[config.mk]
export PLATFORM = sky130hd
export DESIGN_NAME = iob_dma_mc_sched
export DESIGN_NICKNAME = d
export VERILOG_FILES = /design/src/rtl/iob_dma_mc_sched.sv
export SDC_FILE = /design/constraint.sdc
export NUM_CORES = 1
export LEC_CHECK = 0
export ABC_AREA = 0
export ABC_CLOCK_PERIOD_IN_PS = 10300
export CORE_ASPECT_RATIO = 1.2
export CORE_MARGIN = 4
export CORE_UTILIZATION = 25
export CTS_CLUSTER_DIAMETER = 80
export CTS_CLUSTER_SIZE = 30
export DETAILED_ROUTE_END_ITERATION = 8
export MAX_ROUTING_LAYER = met4
export PLACE_DENSITY = 0.54
export SLEW_MARGIN = 30
export SYNTH_ARGS = -nofsm -noshare
export SYNTH_HDL_FRONTEND = slang
export SYNTH_SLANG_ARGS = --single-unit
[constraint.sdc]
create_clock -name clk_i -period 10.3 [get_ports clk_i]
set_input_delay 1.545 -clock clk_i [delete_from_list [all_inputs] [get_ports clk_i]]
set_output_delay 1.545 -clock clk_i [all_outputs]
set_load 0.1 [all_outputs]
[src/rtl/iob_dma_mc_sched.sv]
// Multi-channel DMA burst scheduler. Each channel's descriptor is split into bursts that are at most
// MAX_BURST beats and never cross a 4 KB boundary. The bursts are arbitrated round-robin onto one command port.
module iob_dma_mc_sched #(
    parameter int  N_CH      = 2,
    parameter int  ADDR_W    = 32,
    parameter int  DATA_W    = 32,
    parameter int  LEN_W     = 8,
    parameter int  MAX_BURST = 16,
    parameter int  SIZE_W    = 24,
    parameter int  LVL_W     = 9,
    localparam int CH_W      = (N_CH > 1) ? $clog2(N_CH) : 1
) (
    input  logic                     clk_i,
    input  logic                     cke_i,
    input  logic                     arst_n_i,
    input  logic [N_CH-1:0]          cfg_valid_i,
    output logic [N_CH-1:0]          cfg_ready_o,
    input  logic [N_CH*ADDR_W-1:0]   cfg_addr_i,
    input  logic [N_CH*SIZE_W-1:0]   cfg_len_i,
    input  logic [N_CH-1:0]          cfg_dir_i,
    input  logic [N_CH*LVL_W-1:0]    ch_level_i,
    output logic                     cmd_valid_o,
    input  logic                     cmd_ready_i,
    output logic [CH_W-1:0]          cmd_ch_o,
    output logic                     cmd_dir_o,
    output logic [ADDR_W-1:0]        cmd_addr_o,
    output logic [LEN_W-1:0]         cmd_len_o,
    input  logic                     done_valid_i,
    input  logic [CH_W-1:0]          done_ch_i,
    input  logic                     done_err_i,
    output logic [N_CH-1:0]          busy_o,
    output logic [N_CH-1:0]          done_o,
    output logic [N_CH-1:0]          err_o
);
    localparam int BYTES = DATA_W / 8;
    localparam int B_LOG = $clog2(BYTES);
    localparam int LB_W  = (SIZE_W + 1 > 13) ? SIZE_W + 1 : 13;
    localparam int CMP_W = (LB_W > LVL_W) ? LB_W : LVL_W;

    localparam logic [1:0] ST_IDLE  = 2'd0;
    localparam logic [1:0] ST_ISSUE = 2'd1;
    localparam logic [1:0] ST_WAIT  = 2'd2;
    localparam logic [1:0] ST_FIN   = 2'd3;

    logic [1:0]        st_q   [N_CH];
    logic [1:0]        st_d   [N_CH];
    logic [ADDR_W-1:0] addr_q [N_CH];
    logic [ADDR_W-1:0] addr_d [N_CH];
    logic [SIZE_W-1:0] rem_q  [N_CH];
    logic [SIZE_W-1:0] rem_d  [N_CH];
    logic [N_CH-1:0]   dir_q, dir_d;
    logic [N_CH-1:0]   err_q, err_d;
    logic [LB_W-1:0]   len_b  [N_CH];
    logic [N_CH-1:0]   elig;

    logic              cmd_valid_q, cmd_valid_d;
    logic [CH_W-1:0]   cmd_ch_q, cmd_ch_d;
    logic              cmd_dir_q, cmd_dir_d;
    logic [ADDR_W-1:0] cmd_addr_q, cmd_addr_d;
    logic [LEN_W-1:0]  cmd_len_q, cmd_len_d;
    logic [CH_W-1:0]   rr_q, rr_d;

    logic [CH_W:0]     pick;
    logic [CH_W-1:0]   gnt_ch;
    logic              can_load;
    logic              grant;

    // Current burst length: limited by remaining words, MAX_BURST and the distance to the next 4 KB page.
    function automatic logic [LB_W-1:0] burst_len(input logic [11:0] addr_lo, input logic [SIZE_W-1:0] rem);
        logic [LB_W-1:0] len;
        logic [LB_W-1:0] to_4k;
        to_4k = LB_W'((13'h1000 - {1'b0, addr_lo}) >> B_LOG);
        len   = LB_W'(rem);
        if (LB_W'(MAX_BURST) < len) len = LB_W'(MAX_BURST);
        if (to_4k < len) len = to_4k;
        return len;
    endfunction

    function automatic logic [CH_W:0] rr_pick(input logic [N_CH-1:0] req, input logic [CH_W-1:0] last);
        logic [CH_W:0] res;
        int            idx;
        res = '0;
        for (int i = 1; i <= N_CH; i++) begin
            idx = int'(last) + i;
            if (idx >= N_CH) idx = idx - N_CH;
            if (!res[CH_W] && req[idx]) res = {1'b1, CH_W'(idx)};
        end
        return res;
    endfunction

    always_comb begin
        for (int c = 0; c < N_CH; c++) begin
            len_b[c] = burst_len(addr_q[c][11:0], rem_q[c]);
            elig[c]  = (st_q[c] == ST_ISSUE) &&
                       (CMP_W'(ch_level_i[c*LVL_W +: LVL_W]) >= CMP_W'(len_b[c]));
        end
    end

    assign pick     = rr_pick(elig, rr_q);
    assign gnt_ch   = pick[CH_W-1:0];
    assign can_load = !cmd_valid_q || cmd_ready_i;
    assign grant    = cke_i && pick[CH_W] && can_load;

    always_comb begin
        for (int c = 0; c < N_CH; c++) begin
            st_d[c]   = st_q[c];
            addr_d[c] = addr_q[c];
            rem_d[c]  = rem_q[c];
            dir_d[c]  = dir_q[c];
            err_d[c]  = err_q[c];
            if (cke_i) begin
                case (st_q[c])
                    ST_IDLE: begin
                        if (cfg_valid_i[c]) begin
                            addr_d[c] = cfg_addr_i[c*ADDR_W +: ADDR_W] & ~ADDR_W'(BYTES - 1);
                            rem_d[c]  = cfg_len_i[c*SIZE_W +: SIZE_W];
                            dir_d[c]  = cfg_dir_i[c];
                            err_d[c]  = 1'b0;
                            st_d[c]   = (cfg_len_i[c*SIZE_W +: SIZE_W] == '0) ? ST_FIN : ST_ISSUE;
                        end
                    end
                    ST_ISSUE: begin
                        if (grant && (gnt_ch == CH_W'(c))) st_d[c] = ST_WAIT;
                    end
                    ST_WAIT: begin
                        if (done_valid_i && (done_ch_i == CH_W'(c))) begin
                            addr_d[c] = addr_q[c] + (ADDR_W'(len_b[c]) << B_LOG);
                            rem_d[c]  = rem_q[c] - SIZE_W'(len_b[c]);
                            err_d[c]  = err_q[c] | done_err_i;
                            st_d[c]   = ((rem_q[c] == SIZE_W'(len_b[c])) || done_err_i) ? ST_FIN : ST_ISSUE;
                        end
                    end
                    default: st_d[c] = ST_IDLE;
                endcase
            end
        end
    end

    // The command register may drop its accepted command and load the next grant in the same cycle.
    always_comb begin
        cmd_valid_d = cmd_valid_q;
        cmd_ch_d    = cmd_ch_q;
        cmd_dir_d   = cmd_dir_q;
        cmd_addr_d  = cmd_addr_q;
        cmd_len_d   = cmd_len_q;
        rr_d        = rr_q;
        if (cke_i) begin
            if (cmd_valid_q && cmd_ready_i) cmd_valid_d = 1'b0;
            if (grant) begin
                cmd_valid_d = 1'b1;
                cmd_ch_d    = gnt_ch;
                cmd_dir_d   = dir_q[gnt_ch];
                cmd_addr_d  = addr_q[gnt_ch];
                cmd_len_d   = LEN_W'(len_b[gnt_ch] - LB_W'(1));
                rr_d        = gnt_ch;
            end
        end
    end

    always_ff @(posedge clk_i or negedge arst_n_i) begin
        if (!arst_n_i) begin
            for (int c = 0; c < N_CH; c++) begin
                st_q[c]   <= ST_IDLE;
                addr_q[c] <= '0;
                rem_q[c]  <= '0;
            end
            dir_q       <= '0;
            err_q       <= '0;
            cmd_valid_q <= 1'b0;
            cmd_ch_q    <= '0;
            cmd_dir_q   <= 1'b0;
            cmd_addr_q  <= '0;
            cmd_len_q   <= '0;
            rr_q        <= CH_W'(N_CH - 1);
        end else begin
            for (int c = 0; c < N_CH; c++) begin
                st_q[c]   <= st_d[c];
                addr_q[c] <= addr_d[c];
                rem_q[c]  <= rem_d[c];
            end
            dir_q       <= dir_d;
            err_q       <= err_d;
            cmd_valid_q <= cmd_valid_d;
            cmd_ch_q    <= cmd_ch_d;
            cmd_dir_q   <= cmd_dir_d;
            cmd_addr_q  <= cmd_addr_d;
            cmd_len_q   <= cmd_len_d;
            rr_q        <= rr_d;
        end
    end

    always_comb begin
        for (int c = 0; c < N_CH; c++) begin
            cfg_ready_o[c] = cke_i && (st_q[c] == ST_IDLE);
            busy_o[c]      = (st_q[c] != ST_IDLE);
            done_o[c]      = cke_i && (st_q[c] == ST_FIN);
            err_o[c]       = err_q[c];
        end
    end

    assign cmd_valid_o = cmd_valid_q && cke_i;
    assign cmd_ch_o    = cmd_ch_q;
    assign cmd_dir_o   = cmd_dir_q;
    assign cmd_addr_o  = cmd_addr_q;
    assign cmd_len_o   = cmd_len_q;

endmodule
==> impl_metrics.toml, run 1 <==
[power_and_ir_drop]
seqPwrFrac_pct = 19.5
power_frac_comb_pct = 70.3
switching_power_w = 0.00360
p_leak_nw = 7.69
peakVddDrop_mv = 0.171
p_int_w = 0.00306
powerDensity_nw_per_um2 = 385
power_frac_clock_pct = 10.2
swShare_pct = 54.0

[clock_tree]
cts_tree = "built"
clockBufferDepth = 2
cts_buffers = 17
htree_levels = 4
root_buffer = "clkbuf_16"
cts.clk_slew.worst_paths_ps = 70
hold_buffers = 0
post_cts_resized = 0
post_cts_buffers = 0
clock_sink_count = 158
clk_latency_ps = 460

[worst_setup_path]
worst_ep_required_time_ps = 10670
startpoint_type = "register"
crit_path_end_kind = "register"
cp.arrival_ps = 8220
crit_fanout = 18
rr_worst_depth = 27
crit_type = "reg2reg"
r2r_slack_ps = 2450
crit_start = "rem_q[46]"
slowest_stage = "a221oi_1"
max_stage_delay_ps = 790
r2r_start = "rem_q[46]"

[grt]
grt_pass1_wl_um = 77500
antenna_found_initial = 1
grt_pass1_vias = 13200
grt_max_degree = 89
grt-ovfl-total = 0
grt_use_total_pct = 17.2

[timing]
rsz0062_at_grt = "no"
fmax_mhz = 127
report.final.slew_viol_count = 0
setup_viol = 0
finalHoldViolCount = 0
tns_ps = 0
fin_crit_ps = 7850
tightestPinTransition_ps = 1020
finalCritPeriodShare_pct = 76.2
slew_headroom_pct = 32.1
finClkSkew_ps = 10.4

[synth]
synthAdderAreaFrac_pct = 12.8
synth_cells = 1699
ys_seq_area_share_pct = 28.6
synth_compound_area_share_pct = 24.1
synth-main-ff-cell = "dfrtp_1"
syn-cell-area_um2 = 13800
synthSimpleGateAreaFrac_pct = 18.3
syn_area_per_cell_um2 = 8.15
synthArstFlopShare_pct = 100
synth-xor-area-share_pct = 6.58
yosys-mux-area-fraction_pct = 5.77
ys_ff_latch = 158
synth-edff-count = 0
yosysWarningCount = 0
synth_cell_types = 88
synth_top_family_by_area = "compound AO/OA/AOI/OAI gates"

[place]
hpwl_um = 39800
port_buffers = 185
dp_cells = 2614
gp_congestion = 0.902

[min_path]
worstHoldPathCells = 2
hp-start = "cmd_valid_q"
hold_path.class = "reg2reg"

[floorplanning]
die_x_um = 223
io_pins = 192
die_y_um = 266
core_area_um2 = 54800
rows = 94
initial_core_util_pct = 25.3
die_area_um2 = 59200

[run]
cap_viol_max_count = 0

[finish]
drive_gt1_share_pct = 4.62
layout.cells.non_filler = 2647
final_common_cell = "nand2_1"
nNetsFinal = 2192
layout_common_cells = "nand2_1, clkdlybuf4s50_1, o21ai_0"
syn2layout_area_growth_pct = 24.9

[detailed_routing]
wl_per_cell_um = 19.1
dr.pass1.iters = 5
vias = 13300
viasPerCell = 5.03
drc = 0
ant_nets = 0
drt_iter0_drc = 848
wl_um = 50500

[outcome]
outcome = "finished clean"
==> synth_stat cells, drive strengths merged, types with 51 or more instances <==
cell	instances	share of area [%]
nand2	220	6.0
o21ai	172	6.2
dfrtp	157	28
a21oi	141	5.1
ha	134	12
nor2	112	3.1
mux2i	73	5.3
xnor2	72	4.6
inv	69	1.9
a21o	55	3.0
clkbuf	51	1.4
==> final cells by class <==
class | count | area, um^2
clock inverters | 15 | 173
clock buffers | 17 | 425
well taps | 720 | 901
diodes | 1 | 2.50
fillers | 5946 | 37500
inverters | 69 | 259
multi-input cells | 1466 | 9610
repair buffers | 201 | 1960
flip-flops and latches | 158 | 3960
==> power groups by stage <==
stage | combinational (W) | sequential [W] | clock, W
2_1_floorplan | 0.00312 | 0.00162 | 0
3_3_place_gp | 0.00459 | 0.00130 | 0
3_5_place_dp | 0.00465 | 0.00130 | 0
4_1_cts | 0.00467 | 0.00129 | 0.000704
5_1_grt | 0.00515 | 0.00134 | 0.000723
6_report | 0.00468 | 0.00130 | 0.000679
==> state kept, by name (all words and copies together) (netlist names) <==
signal	flops
cmd_dir_o	1
rem_q	48
cmd_valid_q	1
st_q	4
dir_q	2
addr_q	60
err_o	2
cmd_len_o	8
cmd_ch_o	1
rr_q	1
cmd_addr_o	30
==> metrics by stage <==
stage | hold WS [ps] | power, W | util, % | area (um^2) | setup slack, ps
floorplan | 445 | 0.00474 | - | 14100 | 4360
global placement | 468 | 0.00588 | 30.5 | 16700 | 2510
detailed placement | 464 | 0.00595 | 30.4 | 16700 | 2440
CTS | 483 | 0.00667 | 31.5 | 17300 | 2410
global route | 498 | 0.00721 | 31.5 | 17300 | 1830
finish | 478 | 0.00666 | 31.5 | 17300 | 2450
==> layer usage <==
metal	GRT usage, %	part of all wire (%)	routed length, um	vias to the layer above
met5	-	0	0	-
met4	4.15	1.9	943	0
met3	2.59	4.3	2180	51
met2	28.8	48	24100	322
met1	22.2	46	23200	6368
li1	-	-	-	6562
==> path summary, 6_finish.rpt <==
check / endpoint
worst max-delay path: cmd_len_o[6]
worst min-delay path: cmd_valid_q
worst max register to register: cmd_len_o[6]
worst min register to register: cmd_valid_q
max in group asynchronous: st_q[3]
min in group asynchronous: addr_q[19]
==> kinds of logic (layout without fill, tap and decap cells) <==
family,Yosys count,in the layout
compound gates,541,541
xor+xnor,104,104
fa+ha+maj,139,139
buf+inv,137,302
flops,158,158
mux,79,79
other cells,2,65
simple gates,539,539
==> worst max-delay path: cells and delay by family (launching register included) <==
kind / cells / cell delay, ps
AOI/OAI and AO/OA: 15 / 4160
xor gates and xnor gates: 1 / 220
adders and majority gates: 3 / 890
DFF: 1 / 420
muxes: 2 / 390
and+or+nand+nor: 6 / 1700
(Power assumes the default switching activity.)
==> inputs of run 2 (changes only) <==
Settings changed: ABC_CLOCK_PERIOD_IN_PS 10300 to 7900.
Clock period 10.3 ns to 7.9 ns, I/O delays scaled along.
==> run 2 against run 1 <==
Against the previous run: routed wire length up 0.59%; clock skew up 2.5 ps; final cell count up 0.19%; critical endpoint is now rem_q[21]; utilization about the same; hold slack worse by 1.3 ps; power up 31%; combinational power up 31%; first-iteration DRC count down 4.4%; sequential power up 28%; maximum frequency up 13%; clock-buffer cell count up 3; sequential share of layout area about the same.
==> impl_metrics.toml, run 2 (same netlist as run 1, synthesis figures left out) <==
[outcome]
outcome = "finished clean"

[min_path]
hold_end = "cmd_valid_q"
worstHoldPathCells = 2
hp-start = "cmd_valid_q"
hold_path.class = "reg2reg"

[timing]
finalCritPeriodShare_pct = 88.2
tightestPinTransition_ps = 1010
fin_crit_ps = 6970
fmax_mhz = 144
timing.final.ws_setup_ps = 934
rsz0062_at_grt = "no"
finClkSkew_ps = 13.0
finalHoldViolCount = 0
tns_ps = 0
setup_viol = 0
report.final.slew_viol_count = 0
slew_headroom_pct = 32.7

[clock_tree]
post_cts_resized = 0
htree_levels = 4
clock_sink_count = 158
cts_buffers = 17
hold_buffers = 0
post_cts_buffers = 0
clockBufferDepth = 2
cts_tree = "built"
clk_latency_ps = 500
root_buffer = "clkbuf_16"
cts.clk_slew.worst_paths_ps = 70

[grt]
grt-ovfl-total = 0
grt_use_total_pct = 17.3
grt_pass1_wl_um = 77500
grt_max_degree = 74
antenna_found_initial = 1
grt_pass1_vias = 13300

[worst_setup_path]
path_delay_family = "simple AND/OR/NAND/NOR gates"
rr_worst_depth = 24
reg2reg_to = "rem_q[21]"
startpoint_type = "register"
r2r_start = "rem_q[22]"
cp.arrival_ps = 7320
worst_ep_required_time_ps = 8260
crit_buf_inv = 1
crit_chain = "nor4_1 -> nand4_1 -> nor2_1 -> nand2_1 -> ha_1 -> a21oi_1 -> o21a_1 -> o22ai_1 -> nor2_1 -> nand2_1 -> o21ai_0 -> inv_1 -> ha_1 -> a21o_1 -> a21oi_1 -> o21ai_0 -> nor3b_1 -> a2111oi_0 -> nor4bb_1 -> o31a_1 -> o21ai_1 -> a31oi_1 -> xor2_1 -> o21ai_1"
crit_path_end_kind = "register"
slowest_stage = "nor2_1"
max_stage_delay_ps = 680
crit_fanout = 12
r2r_slack_ps = 930
crit_type = "reg2reg"

[power_and_ir_drop]
powerDensity_nw_per_um2 = 502
peakVddDrop_mv = 0.228
p_leak_nw = 7.72

[detailed_routing]
wl_per_cell_um = 19.1
wl_um = 50800
ant_nets = 0
dr.pass1.iters = 5
drc = 0
viasPerCell = 5.09
drt_iter0_drc = 811
vias = 13500

[place]
port_buffers = 185
gp_congestion = 0.902
hpwl_um = 40100
dp_cells = 2619
dp_slack_ps = 871
placed_area_um2 = 16700

[finish]
top_register = "addr_q"
final_common_cell = "nand2_1"
finalInstanceArea_um2 = 17300
syn2layout_area_growth_pct = 25.1
layout_common_cells = "nand2_1, clkdlybuf4s50_1, o21ai_0"
nNetsFinal = 2197
largest_reg_flops = 60
utilization_pct = 31.6
layout.cells.non_filler = 2652
drive_gt1_share_pct = 4.87

[floorplanning]
die_x_um = 223
io_pins = 192
core_area_um2 = 54800
die_y_um = 266
rows = 94
initial_core_util_pct = 25.3
die_area_um2 = 59200

[run]
cap_viol_max_count = 0
[run 2: final cells by class]
class	instances	area (um^2)
fill	5889	37500
multi-input combinational	1466	9610
sequential	158	3960
timing repair buffer	206	1990
tap	720	901
clock buffer	20	457
inverter	69	259
clock inverter	12	134
antenna	1	2.50
[run 2: how the worst max path moves through the flow]
| stage | start | end | slack [ps] | cells past startpoint |
|---|---|---|---|---|
| floorplan | rem_q[27] | cmd_len_o[4] | 1960 | 31 |
| global placement | rem_q[38] | addr_q[62] | 950 | 25 |
| detailed placement | rem_q[38] | addr_q[60] | 870 | 25 |
| CTS | rem_q[38] | addr_q[60] | 880 | 25 |
| global route | rem_q[25] | addr_q[62] | 340 | 25 |
| finish | rem_q[22] | rem_q[21] | 930 | 24 |
[run 2: power breakdown]
| group | internal [W] | switching, W | leakage, nW |
|---|---|---|---|
| clock | 0.000482 | 0.000394 | 0.287 |
| combinational | 0.00235 | 0.00380 | 5.50 |
| sequential | 0.00119 | 0.000483 | 1.93 |
[run 2: worst register-to-register path, stage by stage (launching register included)]
cell	delay (ps)
dfrtp_1	410
nor4_1	560
nand4_1	250
nor2_1	390
nand2_1	140
ha_1	310
a21oi_1	140
o21a_1	210
o22ai_1	180
nor2_1	680
nand2_1	110
o21ai_0	220
inv_1	220
ha_1	270
a21o_1	180
a21oi_1	190
o21ai_0	200
nor3b_1	190
a2111oi_0	610
nor4bb_1	420
o31a_1	290
o21ai_1	170
a31oi_1	240
xor2_1	190
o21ai_1	70
[run 2: stage by stage]
step           hold slack, ps  total power, W
2_1_floorplan             445         0.00619
3_3_place_gp              462         0.00770
3_5_place_dp              463         0.00777
4_1_cts                   480         0.00869
5_1_grt                   490         0.00943
6_report                  477         0.00869
[run 2: per-layer routing]
| metal | GRT usage, % | up-vias | part of all wire [%] |
|---|---|---|---|
| met5 | - | - | 0 |
| met4 | 5.07 | 0 | 2.5 |
| met3 | 3.05 | 60 | 5.2 |
| met2 | 28.5 | 367 | 47 |
| met1 | 21.9 | 6496 | 45 |
| li1 | - | 6565 | - |
==> inputs of run 3 (changes only) <==
Settings changed: ABC_CLOCK_PERIOD_IN_PS 7900 to 5850, CTS_BUF_LIST set to sky130_fd_sc_hd__clkbuf_8 sky130_fd_sc_hd__clkbuf_16, PLACE_DENSITY 0.54 to 0.55, SLEW_MARGIN 30 to 20.
Clock period 7.9 ns to 5.85 ns, I/O delays scaled along.
==> run 3 against run 2 <==
Against the previous run: die area unchanged; clock power up 37%; first-iteration DRC count grew 2.6%; sequential share of layout area fell by 2.5 points; worst setup slack lost 700 ps; largest cell class unchanged.
==> impl_metrics.toml, run 3 (same netlist as run 1, synthesis figures left out) <==
[outcome]
outcome = "finished clean"

[floorplanning]
io_pins = 192
rows = 94
die_y_um = 266
die_area_um2 = 59200
initial_core_util_pct = 25.3
core_area_um2 = 54800
die_x_um = 223

[clock_tree]
root_buffer = "clkbuf_16"
cts_buffers = 17
cts_tree = "built"
clk_latency_ps = 490
hold_buffers = 0
clock_sink_count = 158
htree_levels = 4
clockBufferDepth = 2
cts.clk_slew.worst_paths_ps = 80

[finish]
top_register = "addr_q"
insertedDiodeCount = 0
nNetsFinal = 2415
nFillCells = 5758
largest_reg_flops = 60
layout.cells.non_filler = 2869
layout_common_cells = "buf_4, nand2_1, clkdlybuf4s50_1"
final_common_cell = "buf_4"
syn2layout_area_growth_pct = 40.7
drive_gt1_share_pct = 17.4

[worst_setup_path]
crit_type = "reg2reg"
startpoint_type = "register"
crit_path_end_kind = "register"
crit_fanout = 7
worst_ep_required_time_ps = 6220
cp.arrival_ps = 5980

[power_and_ir_drop]
peakVddDrop_mv = 0.285
swShare_pct = 51.0
seqPwrFrac_pct = 16.3
p_leak_nw = 8.85
power_frac_clock_pct = 8.8
power.total_w = 0.0135
switching_power_w = 0.00691
powerDensity_nw_per_um2 = 695
p_int_w = 0.00663
power_frac_comb_pct = 74.9

[run]
cap_viol_max_count = 0

[grt]
grt_max_degree = 85
busiest_layer = "met2"
grt_pass1_wl_um = 81800
grt_pass1_vias = 14500
met1_usage_pct = 21.8
antenna_found_initial = 0
grt-ovfl-total = 0
use_met3_pct = 3.44
grt_use_total_pct = 18.2
use_met2_pct = 30.9

[detailed_routing]
ant_nets = 0
wl_um = 53400
viasPerCell = 4.95
drt_iter0_drc = 832
drc = 0
dr.pass1.iters = 7
vias = 14200
wl_per_cell_um = 18.6

[timing]
report.final.slew_viol_count = 0
finClkSkew_ps = 24.3
setup_viol = 0
slew_headroom_pct = 26.7
finalCritPeriodShare_pct = 96.0
fin_crit_ps = 5620
finalHoldViolCount = 0
tightestPinTransition_ps = 1100
fmax_mhz = 178

[place]
port_buffers = 185
hpwl_um = 43000
dp_cells = 2822
gp_congestion = 0.918

[min_path]
hold_path.class = "in2async"
==> run 3: changes by cell type in the layout (fill, tap and decap cells not counted), moves of 6 or more <==
cell             before  now
clkinv_8              0    6
clkdlybuf4s50_1     178  184
a21oi_1             140  134
o21ai_1               7   13
o21ai_0             165  156
buf_4                20  233
nor4_1               27   20
ha_1                134  128
buf_2                 6    0
==> run 3: power by group through the flow <==
stage	Combinational, W	Sequential (W)	Clock (W)
2_1_floorplan	0.00550	0.00286	0
3_3_place_gp	0.00959	0.00217	0
3_5_place_dp	0.00970	0.00218	0
4_1_cts	0.00985	0.00218	0.00123
5_1_grt	0.0111	0.00228	0.00127
6_report	0.0101	0.00221	0.00120
==> run 3: path summary, 6_finish.rpt <==
path,startpoint,cells after the start,slack (ps),end
min in group clk_i,cmd_len_o[7],2,480,cmd_len_o[7]
max reg2reg,rem_q[13],27,230,addr_q[30]
min,arst_n_i,1,480,addr_q[28]
max in group asynchronous,arst_n_i,2,4180,st_q[3]
max,rem_q[13],27,230,addr_q[30]
min reg2reg,cmd_len_o[7],2,480,cmd_len_o[7]
==> run 3: metrics by stage <==
step	setup TNS (ps)	area, um^2	util (%)	hold WS (ps)	worst slack (ps)
floorplan	0	14100	-	445	19.7
global placement	-4440	18300	33.4	466	-427
detailed placement	-5550	18300	33.4	469	-408
CTS	0	19000	34.8	488	14.2
global route	-22.9	19500	35.5	515	-22.9
finish	0	19500	35.5	481	234
==> run 3: worst max-delay path, cell delays in order, from the launching register on <==
cell	delay (ps)
dfrtp_1	440
nor4_4	340
buf_4	170
nand3_1	110
nor2_1	110
buf_4	150
nand2_1	100
ha_1	310
nand4_1	130
or2_4	280
a211oi_4	250
nor2_2	120
buf_4	160
nand2_1	170
inv_1	140
ha_1	310
a21o_1	160
a21o_1	180
a21o_1	200
a21o_1	210
a2111oi_1	450
buf_4	190
a21oi_1	90
o31ai_1	260
buf_4	180
o21ai_0	70
a21oi_1	150
nor2_1	50
==> run 3: area by class of cell <==
type                            count  area (um^2)  area share [%]
Multi-Input combinational cell   1466        10100            51.6
Sequential cell                   158         3960            20.3
Timing Repair Buffer              424         3690            18.9
Clock inverter                     15          194           0.996
Clock buffer                       17          425            2.18
Inverter                           69          259            1.33
Tap cell                          720          901            4.63
==> run 3: routing by layer <==
layer	vias to the layer above	share of wire [%]
met5	-	0
met4	0	3.2
met3	83	5.0
met2	372	49
met1	6740	43
li1	7005	-
==> run 3: timing repair <==
item,4_1_cts,5_1_grt
pin swaps,5,34
resized for setup,19,73
setup endpoints to repair,62,97
setup buffers,5,10
